[src/rtl/cpu_types_pkg.sv]
// Core-wide datapath types shared by the CPU, caches and memory_control.
package cpu_types_pkg;
  typedef logic [31:0] word_t;
endpackage

[src/rtl/icache_pkg.sv]
// Instruction cache types: fetch address split, frame layout and fill state.
// The cache top is parameterised; these types are sized for the default geometry.
package icache_pkg;
  import cpu_types_pkg::*;

  localparam int SETS_DEF     = 16;
  localparam int BLKWORDS_DEF = 2;
  localparam int IDXW_DEF     = $clog2(SETS_DEF);
  localparam int OFFW_DEF     = $clog2(BLKWORDS_DEF);
  localparam int TAGW_DEF     = 30 - IDXW_DEF - OFFW_DEF;

  typedef struct packed {
    logic [TAGW_DEF-1:0] tag;
    logic [IDXW_DEF-1:0] idx;
    logic [OFFW_DEF-1:0] blkoff;
    logic [1:0]          bytoff;
  } icachef_t;

  typedef struct packed {
    logic                           valid;
    logic [TAGW_DEF-1:0]            tag;
    word_t [BLKWORDS_DEF-1:0]       data;
  } icache_frame_t;

  typedef enum logic {
    IDLE = 1'b0,
    FILL = 1'b1
  } icache_state_t;
endpackage

[src/rtl/icache_fill_fsm.sv]
// Miss handler for icache_ctrl: latches the missing block, walks its words through
// memory_control and hands each accepted word to the frame array.
module icache_fill_fsm
  import icache_pkg::*;
#(
  parameter int TAGW     = 25,
  parameter int IDXW     = 4,
  parameter int OFFW     = 1,
  parameter int CNTW     = 1,
  parameter int BLKWORDS = 2
) (
  input  logic            CLK,
  input  logic            nRST,
  input  logic            miss,
  input  logic [TAGW-1:0] req_tag,
  input  logic [IDXW-1:0] req_idx,
  input  logic            iwait,
  output logic            idle,
  output logic            iREN,
  output logic [31:0]     iaddr,
  output logic            wr_en,
  output logic            fill_done,
  output logic [TAGW-1:0] wr_tag,
  output logic [IDXW-1:0] wr_idx,
  output logic [CNTW-1:0] wr_off
);

  icache_state_t   state_q, state_d;
  logic [TAGW-1:0] miss_tag_q, miss_tag_d;
  logic [IDXW-1:0] miss_idx_q, miss_idx_d;
  logic [CNTW-1:0] cnt_q, cnt_d;
  logic            last;
  logic [31:0]     fill_addr;

  // A single-word block has no counter; every accepted word is the last one.
  assign last = (OFFW == 0) ? 1'b1 : (cnt_q == CNTW'(BLKWORDS - 1));

  always_ff @(posedge CLK or negedge nRST) begin
    if (!nRST) begin
      state_q    <= IDLE;
      miss_tag_q <= '0;
      miss_idx_q <= '0;
      cnt_q      <= '0;
    end else begin
      state_q    <= state_d;
      miss_tag_q <= miss_tag_d;
      miss_idx_q <= miss_idx_d;
      cnt_q      <= cnt_d;
    end
  end

  always_comb begin
    state_d    = state_q;
    miss_tag_d = miss_tag_q;
    miss_idx_d = miss_idx_q;
    cnt_d      = cnt_q;
    iREN       = 1'b0;
    wr_en      = 1'b0;
    fill_done  = 1'b0;
    case (state_q)
      IDLE: begin
        if (miss) begin
          state_d    = FILL;
          miss_tag_d = req_tag;
          miss_idx_d = req_idx;
          cnt_d      = '0;
        end
      end
      FILL: begin
        iREN = 1'b1;
        if (!iwait) begin
          wr_en = 1'b1;
          cnt_d = last ? '0 : cnt_q + CNTW'(1);
          if (last) begin
            fill_done = 1'b1;
            state_d   = IDLE;
          end
        end
      end
      default: state_d = IDLE;
    endcase
  end

  generate
    if (OFFW == 0) begin : g_word_blk
      assign fill_addr = {miss_tag_q, miss_idx_q, 2'b00};
    end else begin : g_multi_blk
      assign fill_addr = {miss_tag_q, miss_idx_q, cnt_q, 2'b00};
    end
  endgenerate

  assign iaddr  = iREN ? fill_addr : '0;
  assign idle   = (state_q == IDLE);
  assign wr_tag = miss_tag_q;
  assign wr_idx = miss_idx_q;
  assign wr_off = cnt_q;

endmodule

[src/rtl/icache_ctrl.sv]
// Direct-mapped read-only instruction cache; hits are served combinationally.
// Optional hit/miss counters are built when ICACHE_STATS_EN is defined.
module icache_ctrl
  import cpu_types_pkg::*;
  import icache_pkg::*;
#(
  parameter int SETS     = SETS_DEF,
  parameter int BLKWORDS = BLKWORDS_DEF
) (
  input  logic        CLK,
  input  logic        nRST,
  input  logic        imemREN,
  input  logic [31:0] imemaddr,
  output logic        ihit,
  output word_t       imemload,
  output logic        iREN,
  output logic [31:0] iaddr,
  input  logic        iwait,
  input  word_t       iload
`ifdef ICACHE_STATS_EN
  ,
  output logic [31:0] hit_cnt,
  output logic [31:0] miss_cnt
`endif
);

  localparam int IDXW = $clog2(SETS);
  localparam int OFFW = $clog2(BLKWORDS);
  localparam int TAGW = 30 - IDXW - OFFW;
  localparam int CNTW = (OFFW == 0) ? 1 : OFFW;

  logic [TAGW-1:0] req_tag;
  logic [IDXW-1:0] req_idx;
  logic [CNTW-1:0] req_off;
  logic            unused_bytoff;

  logic            fill_idle, fill_wr_en, fill_done;
  logic [TAGW-1:0] fill_tag;
  logic [IDXW-1:0] fill_idx;
  logic [CNTW-1:0] fill_off;
  logic            hit, miss;

  logic [SETS-1:0] valid_q, valid_d;
  logic [TAGW-1:0] tag_q  [SETS];
  logic [TAGW-1:0] tag_d  [SETS];
  word_t           data_q [SETS][BLKWORDS];
  word_t           data_d [SETS][BLKWORDS];

  assign req_tag       = imemaddr[31 -: TAGW];
  assign req_idx       = imemaddr[2+OFFW +: IDXW];
  assign unused_bytoff = ^imemaddr[1:0];

  generate
    if (OFFW == 0) begin : g_no_off
      assign req_off = '0;
    end else begin : g_off
      assign req_off = imemaddr[2 +: OFFW];
    end
  endgenerate

  icache_fill_fsm #(
    .TAGW     (TAGW),
    .IDXW     (IDXW),
    .OFFW     (OFFW),
    .CNTW     (CNTW),
    .BLKWORDS (BLKWORDS)
  ) u_fill (
    .CLK       (CLK),
    .nRST      (nRST),
    .miss      (miss),
    .req_tag   (req_tag),
    .req_idx   (req_idx),
    .iwait     (iwait),
    .idle      (fill_idle),
    .iREN      (iREN),
    .iaddr     (iaddr),
    .wr_en     (fill_wr_en),
    .fill_done (fill_done),
    .wr_tag    (fill_tag),
    .wr_idx    (fill_idx),
    .wr_off    (fill_off)
  );

  // Lookups only happen in IDLE; a frame being filled has its valid bit low.
  always_comb begin
    hit      = imemREN & fill_idle & valid_q[req_idx] & (tag_q[req_idx] == req_tag);
    miss     = imemREN & fill_idle & ~hit;
    ihit     = hit;
    imemload = hit ? data_q[req_idx][req_off] : '0;
  end

  always_comb begin
    valid_d = valid_q;
    tag_d   = tag_q;
    if (miss) begin
      valid_d[req_idx] = 1'b0;
    end
    if (fill_done) begin
      valid_d[fill_idx] = 1'b1;
      tag_d[fill_idx]   = fill_tag;
    end
  end

  always_comb begin
    data_d = data_q;
    if (fill_wr_en) begin
      data_d[fill_idx][fill_off] = iload;
    end
  end

  always_ff @(posedge CLK or negedge nRST) begin
    if (!nRST) begin
      valid_q <= '0;
      tag_q   <= '{default: '0};
    end else begin
      valid_q <= valid_d;
      tag_q   <= tag_d;
    end
  end

  always_ff @(posedge CLK) begin
    data_q <= data_d;
  end

`ifdef ICACHE_STATS_EN
  logic [31:0] hit_cnt_q, hit_cnt_d;
  logic [31:0] miss_cnt_q, miss_cnt_d;

  // Both counters stick at all-ones instead of wrapping.
  always_comb begin
    hit_cnt_d  = hit_cnt_q;
    miss_cnt_d = miss_cnt_q;
    if (hit && (hit_cnt_q != '1)) begin
      hit_cnt_d = hit_cnt_q + 32'd1;
    end
    if (miss && (miss_cnt_q != '1)) begin
      miss_cnt_d = miss_cnt_q + 32'd1;
    end
  end

  always_ff @(posedge CLK or negedge nRST) begin
    if (!nRST) begin
      hit_cnt_q  <= '0;
      miss_cnt_q <= '0;
    end else begin
      hit_cnt_q  <= hit_cnt_d;
      miss_cnt_q <= miss_cnt_d;
    end
  end

  assign hit_cnt  = hit_cnt_q;
  assign miss_cnt = miss_cnt_q;
`endif

endmodule

[config.mk]
export PLATFORM = sky130hd
export DESIGN_NAME = icache_ctrl
export DESIGN_NICKNAME = d
export VERILOG_FILES = /design/src/rtl/cpu_types_pkg.sv /design/src/rtl/icache_pkg.sv /design/src/rtl/icache_fill_fsm.sv /design/src/rtl/icache_ctrl.sv
export SDC_FILE = /design/constraint.sdc
export NUM_CORES = 2
export LEC_CHECK = 0
export ABC_AREA = 0
export BUFFER_PORTS_ARGS = -buffer_cell sky130_fd_sc_hd__buf_2
export CORE_MARGIN = 5
export CORE_UTILIZATION = 55
export DETAILED_ROUTE_END_ITERATION = 8
export GPL_TIMING_DRIVEN = 0
export HOLD_SLACK_MARGIN = 0.03
export PLACE_DENSITY = 0.76
export SYNTH_ARGS = -nofsm -noshare
export SYNTH_HDL_FRONTEND = slang
export SYNTH_SLANG_ARGS = --single-unit
export TNS_END_PERCENT = 5
[constraint.sdc]
create_clock -name CLK -period 4.5 [get_ports CLK]
set_clock_uncertainty 0.1 [all_clocks]
set_input_delay 0.225 -clock CLK [delete_from_list [all_inputs] [get_ports CLK]]
set_output_delay 0.225 -clock CLK [all_outputs]
set_load 0.05 [all_outputs]
Yosys cells after proc, flatten, opt, wreduce, memory -nomap -nowiden
Index checks and enable logic that the tools add are counted.
{"block": "totals", "mem_count": 0, "wordCells": 127, "output_inout_bits": 66, "romBits": 0, "regBits": 1471, "latchBits": 0, "ramBits": 0}
{"block": "op_classes", "n_reduce_logical": 6, "eq_ne": 3, "n_mux": 41, "mul": 0, "shifts": 0, "magnitude_cmp": 10, "n_div": 0, "bitwise": 13, "n_addsub": 1}
{"op": "$bwmux 1024", "count": 1}
{"op": "$bwmux 400", "count": 1}
{"op": "$bmux 64 s4", "count": 1}
{"op": "$demux 64 s4", "count": 1}
{"op": "$mux 32", "count": 6}
{"op": "$mux 64", "count": 3}
{"op": "$bmux 25 s4", "count": 1}
{"op": "$demux 25 s4", "count": 1}
{"op": "$mux 25", "count": 3}
{"op": "$demux 32 s1", "count": 1}
{"op": "$mux 16", "count": 2}
{"op": "$eq 25x25->1", "count": 1}
{"op": "$and 16x16->16", "count": 1}
{"op": "$not 16->16", "count": 1}
{"op": "$or 16x16->16", "count": 1}
{"op": "$mux 1", "count": 15}
{"op": "$ge 5x5->1 const B", "count": 2}
{"op": "$lt 4x5->1 const B", "count": 2}
{"op": "$not 4->5", "count": 2}
{"op": "$demux 1 s4", "count": 2}
{"op": "$ge 4x1->1 const B", "count": 2}
{"op": "$lt 5x1->1 const B", "count": 1}
{"op": "$and 1x1->1", "count": 4}
{"op": "$bmux 1 s4", "count": 1}
{"op": "10 further kinds", "count": 18}

Depth between registers and ports, before layout
{"block": "depth", "word_depth": 11, "ltp_mapped": 14, "ltp_nobuf": 8}

Cells and area by module
A second synthesis with hierarchy kept.
{"block": "unflattened", "cells_unflattened": 2995, "area_unflattened_um2": 59992.5}
{"mod": "icache_ctrl", "n_inst": 1, "cells_each": 2887, "area_each_um2": 58553.7}
{"mod": "icache_fill_fsm", "n_inst": 1, "cells_each": 108, "area_each_um2": 1438.9}

Worst setup path before layout
OpenSTA, ideal clock, no wires.
{"block": "synth_path", "kind": "input to output", "start": "in imemaddr[3]", "end": "out imemload[10]", "slack_ps": 803, "t_arrival_ps": 3372, "path_stages": 12, "n_path_buf": 5, "t_required_ps": 4175, "cell_sequence": "buf_6 buf_4 buf_4 buf_4 mux2i_1 o22ai_1 nor4b_1 o2111ai_1 a2111oi_4 nand4_1 clkbuf_1 nor2_1"}
{"block": "synth_between", "elab_chain_cells": 8}
{"item": "from (decl)", "line": "icache_ctrl.sv:13", "rtl": "input logic [31:0] imemaddr,"}
{"item": "parallel branches: the longest is 7 deep, another holds $bmux 25 s4"}
{"item": "$mux 32 (*)", "line": "icache_ctrl.sv:89", "rtl": "imemload = hit ? data_q[req_idx][req_off] : '0;"}
{"item": "to (decl)", "line": "icache_ctrl.sv:15", "rtl": "output word_t imemload,"}
Every way passes the cells marked *. The select of a mux whose other input is x is not followed.

Worst setup path in the final report
{"block": "layout_path", "start": "in imemaddr[5]", "end": "out imemload[22]"}
The elaborated chain is that of the path after synthesis.

==> out/summary.txt <==
status -> complete, but fails checks
failing checks -> setup timing
largest family of logic cells by synthesized area -> multiplexers
Post-Route Utilization -> 0.6344
post-layout minimum cycle time -> 4.517 ns
Worst slew margin -> 0.06035
via count -> 33420
register area share after synthesis -> 0.6939
Post-synth EDFFs -> 1024
wire length on met2 -> 83.27 mm
Lkg Pwr -> 25.60 nW
Post-Route M1 WL -> 62.45 mm
die height -> 341.5 um
initial antenna violation count -> 6
xor/xnor share of the synthesized area -> 0.001884
RSZ-0062 raised after global routing -> no
Num Clock Sinks -> 1471
Worst Max-Slew Pin Slew -> 1.404 ns
Setup Viol. Count Final -> 5
GP Congestion -> 0.9542
latest clock arrival within the worst-skew pair -> 0.77 ns
Avg Vias per Cell -> 6.594
fin nets -> 3610
first-pass GRT wire length -> 245.8 mm
simple-gate share of the synthesized area -> 0.03447
Reg2Reg Depth -> 6
pin count of the biggest net entering global routing -> 122
Buf+Inv Stages, Crit Path -> 7
Worst EP required -> 4.18 ns
drt first pass iters -> 6
post-DP HPWL -> 102.8 mm
Synth cell types -> 79
DR iter-0 viols -> 4280
Starting Density -> 0.5544
Design Power -> 0.03593 W
CP max FO -> 10
slowest stage delay, CP -> 0.51 ns
Worst Hold Depth -> 3
total wire length -> 170.0 mm
Layout area overhead -> 14.42%
Hold Crit Start -> imemaddr[28]
register bit total from synthesis -> 1471
width of the chip -> 341.5 um
FF-to-FF Start -> u_fill.state_q
global route overflow -> 0
crit path cell chain -> buf_2 -> buf_2 -> clkbuf_1 -> nor2b_2 -> clkbuf_2 -> a221oi_2 -> xor2_1 -> nand4_1 -> a2111oi_4 -> nand4_1 -> buf_6 -> clkbuf_4 -> nor2_2 -> buf_4
Slew Limit Fails -> 0
FF-to-FF setup slack -> 0.10 ns
# IOs -> 134
met3 WL -> 16.37 mm
Final WS setup -> -0.01733 ns
capturing point of the worst reg2reg path -> tag_q[146]
period utilization -> 1.004
Startpoint Class -> primary input
DRC -> 0
CTS buffer count -> 145
cell family with most CP delay -> buffers and inverters
ANT nets after route -> 0
Hold Path End -> u_fill.wr_tag[21]
PortBufs -> 126
MaxCap Viol Count -> 0
# rows -> 121
Wirelength per Cell -> 33.55 um
CTS max path bufs -> 3
adder-cell share of the synthesized area -> 0
VDD IR-drop max -> 0.5246 mV
CTS H-tree lvls -> 4
vias in the first global route -> 34820
Synth Warn # -> 0
Crit. path cell count -> 14
multiplexer share of the synthesized area -> 0.2342
Top Metal Used -> met5
cells after synthesis -> 3176
die footprint -> 0.1166 mm2
Fin. Hold Viols -> 0
Post-Syn Area per Cell -> 19.03 um2
Max Freq -> 221.4 MHz
CP endpoint kind -> output pin
clock root buffer -> clkbuf_16
ratio of cells with drive above 1 in the final layout -> 0.3562
pwr dens -> 519.6 mW/mm2
CTS tree -> built
Tightest Hold Check Type -> in -> reg
asr flop ratio synth -> 0.3039
Crit. Startpoint -> imemaddr[5]
Clock Pin Slew Worst Setup and Hold Paths -> 0.06 ns
Critical Path AT -> 4.19 ns
Core Box Area -> 0.1090 mm2
main flop type after synthesis -> edfxtp_1
CP Class -> in -> out
Synth Area in Compound Gates -> 0.01743
slowest CP cell -> clkbuf_1
Mapped Area -> 0.06043 mm2
GRT Resource Usage Total -> 0.2941
cell families after synthesis:
logic type | after synthesis
buf+inv | 226
mux | 868
xor+xnor | 13
flops | 1471
compound gates | 132
simple gates | 465
other cells | 1
placed cells by master (no fill, tap or decap), types with 19 or more instances in the layout:
master,instances
clkbuf_2,42
mux4_2,393
a31oi_1,20
dlygate4sd3_1,63
dfrtp_1,447
inv_1,19
nand2_1,251
clkinv_2,23
a22oi_1,23
nor2_1,58
mux2_2,340
mux2i_1,107
clkbuf_1,112
and2_1,34
buf_6,33
edfxtp_1,1024
mux2_4,24
clkbuf_16,150
nor2_4,20
buf_4,47
clkinv_1,22
buf_2,110
clkbuf_4,20
flip-flops by register name, summed over array words and instances (netlist names):
| name | cells |
|---|---|
| u_fill.wr_off | 1 |
| u_fill.state_q | 1 |
| u_fill.wr_idx | 4 |
| valid_q | 16 |
| tag_q | 400 |
| data_q | 1024 |
| u_fill.wr_tag | 25 |
cells in the mapped netlist, types with 13 or more instances:
cell type | n | area share
nand2_1 | 251 | 0.016
buf_6 | 14 | 0.0026
and2_1 | 34 | 0.0035
a31oi_1 | 20 | 0.0021
buf_4 | 15 | 0.0019
inv_1 | 19 | 0.0012
dfrtp_1 | 447 | 0.19
edfxtp_1 | 1024 | 0.51
mux4_2 | 393 | 0.15
clkbuf_1 | 128 | 0.0080
nor2_1 | 93 | 0.0058
a22oi_1 | 23 | 0.0029
mux2_2 | 340 | 0.063
mux2_4 | 24 | 0.0060
mux2i_1 | 110 | 0.018
nor2b_1 | 13 | 0.0013
buf_2 | 30 | 0.0025
cell type report:
class | instances | area (um2)
inverters | 23 | 86.33
clock buffers | 199 | 3988
clock inverters | 58 | 465.4
well taps | 1414 | 1769
repair buffers | 218 | 1977
flip-flops and latches | 1471 | 41940
fillers | 7360 | 39860
plain buffers | 203 | 1230
multi-input cells | 1480 | 17690
diodes | 2 | 5.005
report_power, final:
group / internal (W) / leakage, nW / switching, W / total, W
Clock: 0.00641 / 2.17 / 0.00516 / 0.0116
Sequential: 0.0165 / 15.1 / 0.00121 / 0.0177
Combinational: 0.00284 / 8.28 / 0.00383 / 0.00668
tightest hold or removal path, cell delays in order:
cell and delay, ns:
dlygate4sd3_1 0.52, buf_2 0.12, mux2_4 0.13
metal layers:
layer  GRT usage  vias up
li1            -    13330
met2      0.4804     2030
met4      0.1178        2
met5           0        -
met1      0.3895    17600
met3     0.06740      451
worst max-delay path by stage:
stage                         to  slack, ns
floorplan           imemload[10]       0.80
global placement      tag_q[341]      -5.88
detailed placement   imemload[7]      -1.95
CTS                 imemload[25]     -0.006
global route        imemload[21]      0.002
finish              imemload[22]      -0.02
metrics by stage:
step / setup WS [ns] / area, um2 / cells / TNS, ns / hold WS, ns
2_1_floorplan: 0.8035 / 60440 / 3177 / 0 / -0.1706
3_3_place_gp: -5.875 / 62840 / 4717 / -3586.18 / 0.3563
3_5_place_dp: -1.947 / 63540 / 4740 / -60.79 / 0.2131
4_1_cts: -0.005562 / 69080 / 5065 / -0.01169 / 0.1217
5_1_grt: 0.001863 / 69150 / 5067 / 0 / 0.1534
6_report: -0.01733 / 69150 / 5068 / -0.03534 / 0.1564
timing repair:
action	in CTS	in global routing
hold buffers	64	0
gates resized for setup	153	13
pin swaps	5	3
hold endpoints to repair	1157	0
buffers inserted	4	1
endpoints found under the setup margin	33	45
Note: power is estimated with default switching activity, not from simulation.
